**src/rtl/seq_chunk_addsub.sv**
```systemverilog
// Multi-cycle adder/subtractor: one CHUNK-bit ripple slice per clock, reused across the word.
// Valid/ready on both sides; signed-overflow, carry and zero flags registered with the result.
module seq_chunk_addsub #(
  parameter int WIDTH = 32,
  parameter int CHUNK = 4
) (
  input  logic             clk,
  input  logic             rst,
  input  logic             in_valid,
  output logic             in_ready,
  input  logic [WIDTH-1:0] a,
  input  logic [WIDTH-1:0] b,
  input  logic             cin,
  input  logic             sub,
  output logic             out_valid,
  input  logic             out_ready,
  output logic [WIDTH-1:0] sum,
  output logic             cout,
  output logic             ovf,
  output logic             zero
);

  // state  | meaning
  // IDLE   | waiting for an operation, in_ready=1
  // RUN    | one slice added per edge, r_idx selects the slice
  // DONE   | result held with out_valid=1 until out_ready
  localparam logic [1:0] S_IDLE = 2'd0;
  localparam logic [1:0] S_RUN  = 2'd1;
  localparam logic [1:0] S_DONE = 2'd2;

  localparam int NCHUNK = WIDTH / CHUNK;
  localparam int IDXW   = (NCHUNK > 2) ? $clog2(NCHUNK) : 1;
  localparam logic [IDXW-1:0] LAST_IDX = IDXW'(NCHUNK - 1);

  if ((WIDTH % CHUNK) != 0 || (WIDTH / CHUNK) < 2) begin : g_param_err
    $error("seq_chunk_addsub: WIDTH must be a multiple of CHUNK with at least two chunks");
  end

  logic [1:0]       r_state;
  logic [WIDTH-1:0] r_a;
  logic [WIDTH-1:0] r_b;
  logic             r_carry;
  logic [IDXW-1:0]  r_idx;
  logic [WIDTH-1:0] r_sum;
  logic             r_cout;
  logic             r_ovf;
  logic             r_zero;
  logic             r_out_valid;

  int               w_base;
  logic [CHUNK-1:0] w_slice_a;
  logic [CHUNK-1:0] w_slice_b;
  logic [CHUNK:0]   w_slice_res;
  logic             w_msb_cin;
  logic [WIDTH-1:0] w_sum_next;

  assign w_base = int'(r_idx) * CHUNK;

  always_comb begin
    w_slice_a   = r_a[w_base +: CHUNK];
    w_slice_b   = r_b[w_base +: CHUNK];
    w_slice_res = {1'b0, w_slice_a} + {1'b0, w_slice_b} + {{CHUNK{1'b0}}, r_carry};
    w_sum_next  = r_sum;
    w_sum_next[w_base +: CHUNK] = w_slice_res[CHUNK-1:0];
  end

  // Carry into the word MSB recovered from that bit's operands and sum bit.
  assign w_msb_cin = w_slice_a[CHUNK-1] ^ w_slice_b[CHUNK-1] ^ w_slice_res[CHUNK-1];

  always_ff @(posedge clk or posedge rst) begin
    if (rst) begin
      r_state     <= S_IDLE;
      r_a         <= '0;
      r_b         <= '0;
      r_carry     <= 1'b0;
      r_idx       <= '0;
      r_sum       <= '0;
      r_cout      <= 1'b0;
      r_ovf       <= 1'b0;
      r_zero      <= 1'b0;
      r_out_valid <= 1'b0;
    end else begin
      case (r_state)
        S_IDLE: begin
          if (in_valid) begin
            r_a     <= a;
            r_b     <= sub ? ~b : b;
            r_carry <= sub ? 1'b1 : cin;
            r_sum   <= '0;
            r_cout  <= 1'b0;
            r_ovf   <= 1'b0;
            r_zero  <= 1'b0;
            r_idx   <= '0;
            r_state <= S_RUN;
          end
        end
        S_RUN: begin
          r_sum   <= w_sum_next;
          r_carry <= w_slice_res[CHUNK];
          r_idx   <= r_idx + 1'b1;
          if (r_idx == LAST_IDX) begin
            r_cout      <= w_slice_res[CHUNK];
            r_ovf       <= w_msb_cin ^ w_slice_res[CHUNK];
            r_zero      <= (w_sum_next == '0);
            r_out_valid <= 1'b1;
            r_state     <= S_DONE;
          end
        end
        S_DONE: begin
          if (out_ready) begin
            r_out_valid <= 1'b0;
            r_state     <= S_IDLE;
          end
        end
        default: r_state <= S_IDLE;
      endcase
    end
  end

  assign in_ready  = (r_state == S_IDLE);
  assign out_valid = r_out_valid;
  assign sum       = r_sum;
  assign cout      = r_cout;
  assign ovf       = r_ovf;
  assign zero      = r_zero;

endmodule

```
**config.mk**
```make
export PLATFORM = sky130hd
export DESIGN_NAME = seq_chunk_addsub
export DESIGN_NICKNAME = d
export VERILOG_FILES = /design/src/rtl/seq_chunk_addsub.sv
export SDC_FILE = /design/constraint.sdc
export NUM_CORES = 1
export LEC_CHECK = 0
export ABC_AREA = 1
export CAP_MARGIN = 20
export CORE_UTILIZATION = 50
export DETAILED_ROUTE_END_ITERATION = 10
export PLACE_DENSITY = 0.85
export SYNTH_ARGS = -nofsm -noshare
export SYNTH_HDL_FRONTEND = slang
export SYNTH_SLANG_ARGS = --single-unit
```
**constraint.sdc**
```tcl
create_clock -name clk -period 5.3 [get_ports clk]
set_input_delay 1.59 -clock clk [delete_from_list [all_inputs] [get_ports clk]]
set_output_delay 1.59 -clock clk [all_outputs]
set_load 0.03 [all_outputs]
```
After elaboration in Yosys (flattened, before gate mapping). Cells that the tools add are included.

Reductions and logical operators: 9. Shifts and indexed selects: 4. Multiplexer cells: 23. Add/subtract/negate cells: 4. Equal/unequal tests: 6. Bitwise gates (word level): 4.

Operators by type and width (number): two-way mux 32 bit (2); one-hot mux 32 bit (2 select lines) (1); variable part select 32 x 6 -> 4 bit (2); negator 5 -> 33 bit (1); variable shift 4 x 33 -> 32 bit, first input constant (1); variable part select 4 x 33 -> 32 bit (1); bitwise mux 32 bit (1); logical NOT 32 bit (1); inverter 32 bit (1); one-hot mux 1 bit (2 select lines) (5); AND reduction 3 bit (3); two-way mux 1 bit (8); two-way mux 2 bit (3); inequality test 2 bit, second input constant (3); one-hot mux 2 bit (3 select lines) (1); one-hot mux 3 bit (2 select lines) (1); adder 4 x 4 -> 5 bit (1); adder 5 x 1 -> 5 bit (1); AND reduction 2 bit (2); nonzero test 2 bit (2); adder 3 x 1 -> 3 bit, second input constant (1); == test 3 bit, second input constant (1); two-way mux 3 bit (1); XOR 1 bit (3); 3 further kinds (3).

Bits in registers: 106. Bits of input ports: 70. Output and inout bits: 37. Word-level logic and storage cells: 60.

Depth between registers and ports, before layout. Gate-level depths: netlist of the first run.

Depth after elaboration: 8. Depth in mapped cells: 23.

Worst setup path before layout of the first run. No wires, ideal clock.

Kind: reg-to-reg. From: reg r_idx[0]. To: reg r_zero (netlist: zero). Period minus slack after synthesis: 2997 ps. Library setup time: 117 ps. Cell stages (with the launch flop): 21. Data arrival time: 2879 ps. Slack: 2303 ps. Path buffers: 2. Cells stage by stage: dfrtp_1 inv_2 clkbuf_1 buf_2 o21ai_0 o22ai_1 nor2_1 a31oi_1 fa_1 inv_1 fa_1 inv_1 nand3_1 o21ai_0 nor2_1 nand2_1 nor2_1 nand2_1 nor2_1 nand3_1 nand2_1.

Word-level cells in the longest chain between the ends: 8.

Ends and longest elaborated chain: from (decl) (line 43) `logic [IDXW-1:0] r_idx;`; from (signal assigned) (line 100) `r_idx <= r_idx + 1'b1;`; variable part select 32 x 6 -> 4 bit (on tied branches) (line 60, 61); adder 4 x 4 -> 5 bit (line 62) `w_slice_res = {1'b0, w_slice_a} + {1'b0, w_slice_b} + {{CHUNK{1'b0}}, r_carry};`; adder 5 x 1 -> 5 bit (line 62); variable part select 4 x 33 -> 32 bit (line 64) `w_sum_next[w_base +: CHUNK] = w_slice_res[CHUNK-1:0];`; bitwise mux 32 bit (line 64); logical NOT 32 bit (line 104) `r_zero <= (w_sum_next == '0);`; two-way mux 1 bit (line 101) `if (r_idx == LAST_IDX) begin`; one-hot mux 1 bit (2 select lines) (line 83) `case (r_state)`; to (signal assigned) (line 104); to (decl) (line 47) `logic r_zero;`.

Parallel ways exist; a longest one is shown, timed or not. The select of a mux whose other input is x is not followed. A chain may end at the register's enable or synchronous reset.

Worst setup path after layout of the first run.
From: reg r_idx[1]. To: reg r_zero (netlist: zero).

Same word-level chain as after synthesis.

==> results of run 1 <==
placed cells by master, fill, tap and decap left out, types with 7 or more instances in the layout:
cell type	Yosys	final
nand2_1	242	241
dfrtp_1	106	106
clkdlybuf4s50_1	0	105
o21ai_0	86	86
nor2_1	68	68
inv_1	51	50
xnor2_1	33	33
o22ai_1	24	24
nand3_1	18	18
a22o_1	14	14
clkbuf_8	0	11
ha_1	10	10
a21oi_1	7	7
worst paths after layout:
path	from	end	slack [ns]
worst max-delay path	r_idx[1]	zero	1.56
worst min-delay path	r_a[8]	r_a[8]	0.49
worst max register to register	r_idx[1]	zero	1.56
worst min register to register	r_a[8]	r_a[8]	0.49
max in group asynchronous	rst	sum[2]	2.86
min in group asynchronous	rst	sum[23]	1.61
registers in the layout (all words and copies together), names as in the netlist:
signal     flops
r_state        2
r_a           32
zero           1
r_carry        1
sum           32
r_b           32
cout           1
ovf            1
r_idx          3
out_valid      1
metal layers:
| metal | vias up | wire (um) |
|---|---|---|
| met5 | - | 0 |
| met2 | 208 | 6630 |
| met1 | 2351 | 5990 |
| met4 | 0 | 301 |
| met3 | 29 | 764 |
| li1 | 2518 | - |
kinds of logic after synthesis:
group           synth area share
compound gates             0.147
xor+xnor                  0.0513
fa+ha+maj                 0.0293
buf+inv                   0.0679
flops                      0.471
simple gates               0.233
power by group:
part           total (mW)  internal, mW  switching (mW)
logic                2.72         0.952            1.77
registers            1.41          1.17           0.244
clock network       0.496         0.204           0.292
final cells by class:
cell class	count	area, sq um
repair buffers	112	1100
inverters	58	225
flip-flops and latches	106	2650
clock inverters	5	45.0
fillers	898	3940
clock buffers	11	151
well taps	140	175
multi-input cells	528	2600
worst max-delay path, stage by stage (launching register included):
cell and delay, ns:
dfrtp_1 0.88, inv_1 0.47, o21ai_0 0.18, o22ai_1 0.09
nor2_1 0.09, a31oi_1 0.07, fa_1 0.44, inv_1 0.08
fa_1 0.40, inv_1 0.15, nand3_1 0.11, o21ai_0 0.25
nor2_1 0.09, nand2_1 0.06, nor2_1 0.04, nand2_1 0.06
nor2_1 0.04, nand3_1 0.07, nand2_1 0.06
==> impl_results.md, run 1 <==
* Status: finished clean
* CP required at 5.57 ns
* ANT nets after route at 0
* Worst Path Max Fanout at 25
* Vias in the first global route at 4783
* All-layer global routing usage at 0.249
* Initial antenna violation count at 0
* Period minus WS final at 3.74 ns
* Post-CTS resize count at 0
* Setup bufs post-CTS at 0
* Met2 Use GR at 0.415
* Hpwl dp at 9910 um
* Sink Count at 106
* Maximum clock insertion buffer count at 2
* Site row count at 38
* Power per Cell Area at 665 nW/um^2
* Initial drt markers at 283
* Post-Layout Cell Count at 960
* H-tree levels at 3
* Element type at the critical path start: register
* Fin Setup TNS at 0 ns
* Drt via density at 5.32
* Post-route clock period utilization at 0.706
* Starting Density at 0.518
* Post-synthesis register bit count at 106
* Ant diodes at 0
* Met3 global-route usage at 0.0440
* First-pass GRT wire length at 22600 um
* Dominant cells by area after synthesis: dfrtp_1 (47%), nand2_1 (16%), o21ai_0 (7.6%), xnor2_1 (5.1%), nor2_1 (4.5%)
* Seq/Total Area, Yosys at 0.471
* Slew @ Worst Pin at 0.885 ns
* Die width at 108 um
* Design area at 6950 sq um
* Pre-CTS setup slack at 1.65 ns
* Final hold violation count at 0
* Port Buffers at 106
* CP Data Arrival Time at 4.01 ns
* Final GP Congestion at 0.941
* Core footprint at 10900 sq um
* Slew Limit Fails at 0
* Most used DFF post-synth: dfrtp_1
* Critical Path End Type: register
* Worst hold stages at 2
* Top-area cell type share of the netlist area at 0.471
* Syn Nets at 810
* Average wire per standard cell at 14.3 um
* Async S/R FF share, synth at 1.00
* Most frequent cell after synthesis: nand2_1
* VDD IR max at 0.294 mV
* Pre-antenna DRT Iters at 6
* Number of synthesized flops with an enable pin at 0
* R2R cell count at 18
* Leak pwr at 3.32 nW
* TritonCTS clock tree: done
* DRC violations left at 0
* Worst-skew pair later-pin latency at 0.38 ns
* Crit Path Class: register to register
* CTS Hold Buffers Added at 0
* Clk root buf: clkbuf_8
* Num CTS Buffers at 9
* Overflow after GRT at 0
* Overall power at 4.63 mW
* Proportion of layout cells with a drive suffix above 1 at 0.0439
* Area Overhead vs Synth at 23.4%
* Max Clock Skew at 0.0120 ns
* Area leader, netlist: dfrtp_1
* MaxCap Viol Count at 0
* Setup-failing EPs final at 0
* Placed inst area at 6760 sq um
* Die area at 11700 sq um
* Mapped cell area at 5640 sq um
* Net count, final at 897
* Slew margin rel. at 0.410
* Drt total wl at 13700 um
* Setup ws final at 1.56 ns
* Vias after detailed routing at 5106
* Worst-path clk slew at 0.10 ns
* Met1 GRT Util at 0.329
* Most Crowded Layer GR: met2
* Post-Syn Instances at 728
* Worst hold path type: register to register
* Synth warn at 0
* Chip Height at 108 um
* Synth cell count leaders: nand2_1 (242), dfrtp_1 (106), o21ai_0 (86)
* Final core utilization at 0.639
* Peak Freq at 267 MHz
* Setup repair after global routing missed its margin: no
* Hold slack at 0.490 ns
* Inst Count DP at 944
* Avg Cell Area, Syn at 7.74 sq um
* Distinct cells, synth at 28
* Largest net degree at the start of global routing at 91
* Ports at 107
Power figures use the tool's default switching activity.
==> run 2, diff against run 1 <==
--- a/config.mk
+++ b/config.mk
@@ -7,9 +7,9 @@
 export LEC_CHECK = 0
 export ABC_AREA = 1
 export CAP_MARGIN = 20
-export CORE_UTILIZATION = 50
+export CORE_UTILIZATION = 47
 export DETAILED_ROUTE_END_ITERATION = 10
-export PLACE_DENSITY = 0.85
+export PLACE_DENSITY = 0.84
 export SYNTH_ARGS = -nofsm -noshare
 export SYNTH_HDL_FRONTEND = slang
 export SYNTH_SLANG_ARGS = --single-unit
==> constraint.sdc (replaced) <==
create_clock -name clk -period 3.1 [get_ports clk]
set_input_delay 0.93 -clock clk [delete_from_list [all_inputs] [get_ports clk]]
set_output_delay 0.93 -clock clk [all_outputs]
set_load 0.03 [all_outputs]
==> run 2 against run 1 <==
The run now ends with design-rule violations left. Fmax grew 21%. Highest routed layer unchanged. Hold slack lost 0.011 ns. Total power is 100% higher. Core utilization rose by 1.1 points. Via count increased by 6.3%. Global-route usage is 1.2 points lower. Critical path depth down 2. Count of clock-buffer cells in the layout shrank 1. Clock power grew 130%. Setup slack worse by 1.5 ns. First-iteration DRC count is 45% higher. Non-clock buffer count increased by 31.
==> impl_results.md, run 2 (synthesis results as in run 1) <==
* Status: finished with violations
* Failing checks: design-rule violations
* Pre-antenna DRT Iters at 10 (+4)
* Most frequent cells in the layout: nand2_1 (232), dfrtp_1 (105), clkdlybuf4s50_1 (105)
* Vias in the first global route at 4921 (+2.9%)
* Commonest non-fill, non-tap cell in the layout: nand2_1
* Clk root buf: clkbuf_16
* Placed inst area at 6900 sq um (+2.1%)
* Switching power at 4.51 mW (+96%)
* Slew Limit Fails at 0 (unchanged)
* Pre-CTS setup slack at -0.0282 ns (-1.68 ns)
* Die width at 112 um (+3.1%)
* Worst Path Max Fanout at 18 (-28%)
* Combinational Power Share at 0.617 (+0.029)
* Port Buffers at 106 (unchanged)
* Most Crowded Layer GR: met2
* Slowest CP cell: dfrtp_4
* Power per Cell Area at 1230 nW/um^2 (+85%)
* Average wire per standard cell at 15.3 um (+7.2%)
* Family with the most delay on the worst path: simple AND/OR/NAND/NOR gates
* WP depth at 16 (-2)
* Num CTS Buffers at 9 (unchanged)
* CP required at 3.35 ns (-2.22 ns)
* VDD IR max at 0.610 mV (+110%)
* H-tree levels at 3 (unchanged)
* Period minus WS final at 3.09 ns (-0.653 ns)
* Filler cells at 956 (+6.5%)
* Ant diodes at 0 (unchanged)
* Setup repair after global routing missed its margin: yes
* Proportion of layout cells with a drive suffix above 1 at 0.117 (+0.0735)
* Leak pwr at 3.56 nW (+7.3%)
* Final GP Congestion at 0.894 (-5.0%)
* Critical path endpoint: zero
* Met3 global-route usage at 0.0310 (-0.0130)
* Maximum clock insertion buffer count at 2 (unchanged)
* Worst-skew pair later-pin latency at 0.36 ns (-0.02 ns)
* WP buf/inv at 2 (-1)
* Crit path cell chain: buf_6 > clkbuf_16 > a21oi_1 > o21ai_0 > a31oi_1 > ha_1 > a21oi_1 > nand2_1 > nand2_2 > nand4_1 > nand2_1 > nand2_1 > nand2_1 > nor2_1 > nand3_1 > nand2_1
* CP Data Arrival Time at 3.34 ns (-0.67 ns)
* Vias after detailed routing at 5428 (+6.3%)
* Peak Freq at 324 MHz (+21%)
* Sink Count at 106 (unchanged)
* Switching share of power at 0.488 (-0.0103)
* Worst reg2reg endpoint: zero
* All-layer global routing usage at 0.237 (-0.0119)
* Ports at 107 (unchanged)
* Setup-failing EPs final at 0 (unchanged)
* Initial drt markers at 411 (+45%)
* Slew margin rel. at 0.619 (+0.209)
* Clock share of power at 0.121 (+0.014)
* ANT nets after route at 0 (unchanged)
* Largest net degree at the start of global routing at 91 (unchanged)
* Crit path from: r_idx[0]
* Starting Density at 0.487 (-0.0303)
* Max Clock Skew at 0.0100 ns (-0.00201 ns)
* Final hold violation count at 0 (unchanged)
* Area Overhead vs Synth at 33.2%
* Slew @ Worst Pin at 0.569 ns (-0.317 ns)
* Design area at 7510 sq um (+8.0%)
* Drt total wl at 15200 um (+11%)
* Pint at 4.74 mW (+100%)
* Overall power at 9.25 mW (+100%)
* Met2 Use GR at 0.395 (-0.0199)
* Critical path's largest stage delay at 0.57 ns (-0.31 ns)
* FF-to-FF Start: r_idx[0]
* Met1 GRT Util at 0.317 (-0.0120)
* Chip Height at 112 um (+3.1%)
* Critical Path End Type: register
* Worst-path clk slew at 0.07 ns (-0.03 ns)
* Fin Setup TNS at 0 ns (unchanged)
* R2R cell count at 16 (-2)
* Net count, final at 929 (+3.6%)
* Final core utilization at 0.649 (+0.0107)
* Overflow after GRT at 0 (unchanged)
* Site row count at 39 (+2.6%)
* Sequential share of power at 0.262 (-0.043)
* Drt via density at 5.46 (+2.6%)
* Hold path start: r_a[27]
* Initial antenna violation count at 0 (unchanged)
* Most frequent cell on the critical path: nand2_1
* TritonCTS clock tree: done
* First-pass GRT wire length at 23600 um (+4.5%)
* Setup ws final at 0.0117 ns (-1.55 ns)
* Core footprint at 11600 sq um (+6.2%)
* MaxCap Viol Count at 0 (unchanged)
* Element type at the critical path start: register
* Crit Path Class: register to register
* Worst hold path type: register to register
* Hpwl dp at 10400 um (+4.5%)
* DRC violations left at 9 (+9)
* R2r setup slk at 0.01 ns (-1.55 ns)
* CTS Hold Buffers Added at 0 (unchanged)
* Post-route clock period utilization at 0.996 (+0.290)
* Die area at 12400 sq um (+6.3%)
==> run 2: cell count changes in the layout (fill, tap and decap cells not counted), moves of 3 or more <==
cell	delta
buf_4	+23
clkbuf_16	+12
clkbuf_8	-11
o21ai_0	-10
nand2_1	-9
nand2_2	+8
inv_1	-6
o21ai_2	+5
nand3_1	-4
nand3_2	+4
o21ai_1	+4
buf_6	+3
inv_2	+3
==> run 2: final cells by class <==
type / instances / area [sq um] / share of cell area
sequential: 106 / 2660 / 0.354
timing repair buffer: 143 / 1420 / 0.189
multi-input combinational: 528 / 2710 / 0.361
tap: 143 / 179 / 0.0238
inverter: 58 / 245 / 0.0327
clock inverter: 6 / 57.6 / 0.00767
timing repair inverter: 1 / 8.76 / 0.00117
clock buffer: 10 / 229 / 0.0305
==> run 2: per-layer routing <==
layer,vias to the layer above,wire (um)
li1,2577,-
met1,2545,6480
met2,262,7420
met3,44,855
met4,0,456
met5,-,0
==> run 2: what timing repair did <==
action / CTS / global route
buffers inserted: 0 / 13
gates cloned: 0 / 4
pin swaps: 0 / 26
hold endpoints to repair: 0 / 0
endpoints found under the setup margin: 1 / 2
gates resized for setup: 1 / 53
==> run 2: worst min-delay path, stage by stage, from the launching register on <==
cell	delay, ns
dfrtp_1	0.34
nand2_1	0.06
nand2_1	0.05
==> run 2: through the flow <==
stage,std cells,hold WS (ns)
finish,995,0.479
global route,995,0.503
CTS,978,0.481
detailed placement,962,0.461
global placement,962,0.460
floorplan,728,0.444
==> run 2: how the worst min path moves through the flow <==
stage | end | slack, ns | depth (start not counted)
after floorplan | r_a[7] | 0.44 | 2
after CTS | r_a[16] | 0.48 | 2
after global routing | r_a[17] | 0.50 | 2
after detailed placement | r_a[16] | 0.46 | 2
after global placement | r_a[25] | 0.46 | 2
final | r_a[27] | 0.48 | 2
==> run 2: power groups by stage <==
stage | registers, mW | clock network, mW | logic (mW)
global placement | 2.37 | 0 | 4.69
finish | 2.42 | 1.12 | 5.71
floorplan | 2.63 | 0 | 3.04
global route | 2.48 | 1.17 | 6.26
detailed placement | 2.39 | 0 | 4.78
CTS | 2.37 | 1.12 | 4.82
==> run 3, diff against run 2 <==
--- a/config.mk
+++ b/config.mk
@@ -6,7 +6,7 @@
 export NUM_CORES = 1
 export LEC_CHECK = 0
 export ABC_AREA = 1
-export CAP_MARGIN = 20
+export CAP_MARGIN = 10
 export CORE_UTILIZATION = 47
 export DETAILED_ROUTE_END_ITERATION = 10
 export PLACE_DENSITY = 0.84
==> results of run 3 <==
Same layout as run 2: the final DEF is identical, and so are final timing and power.
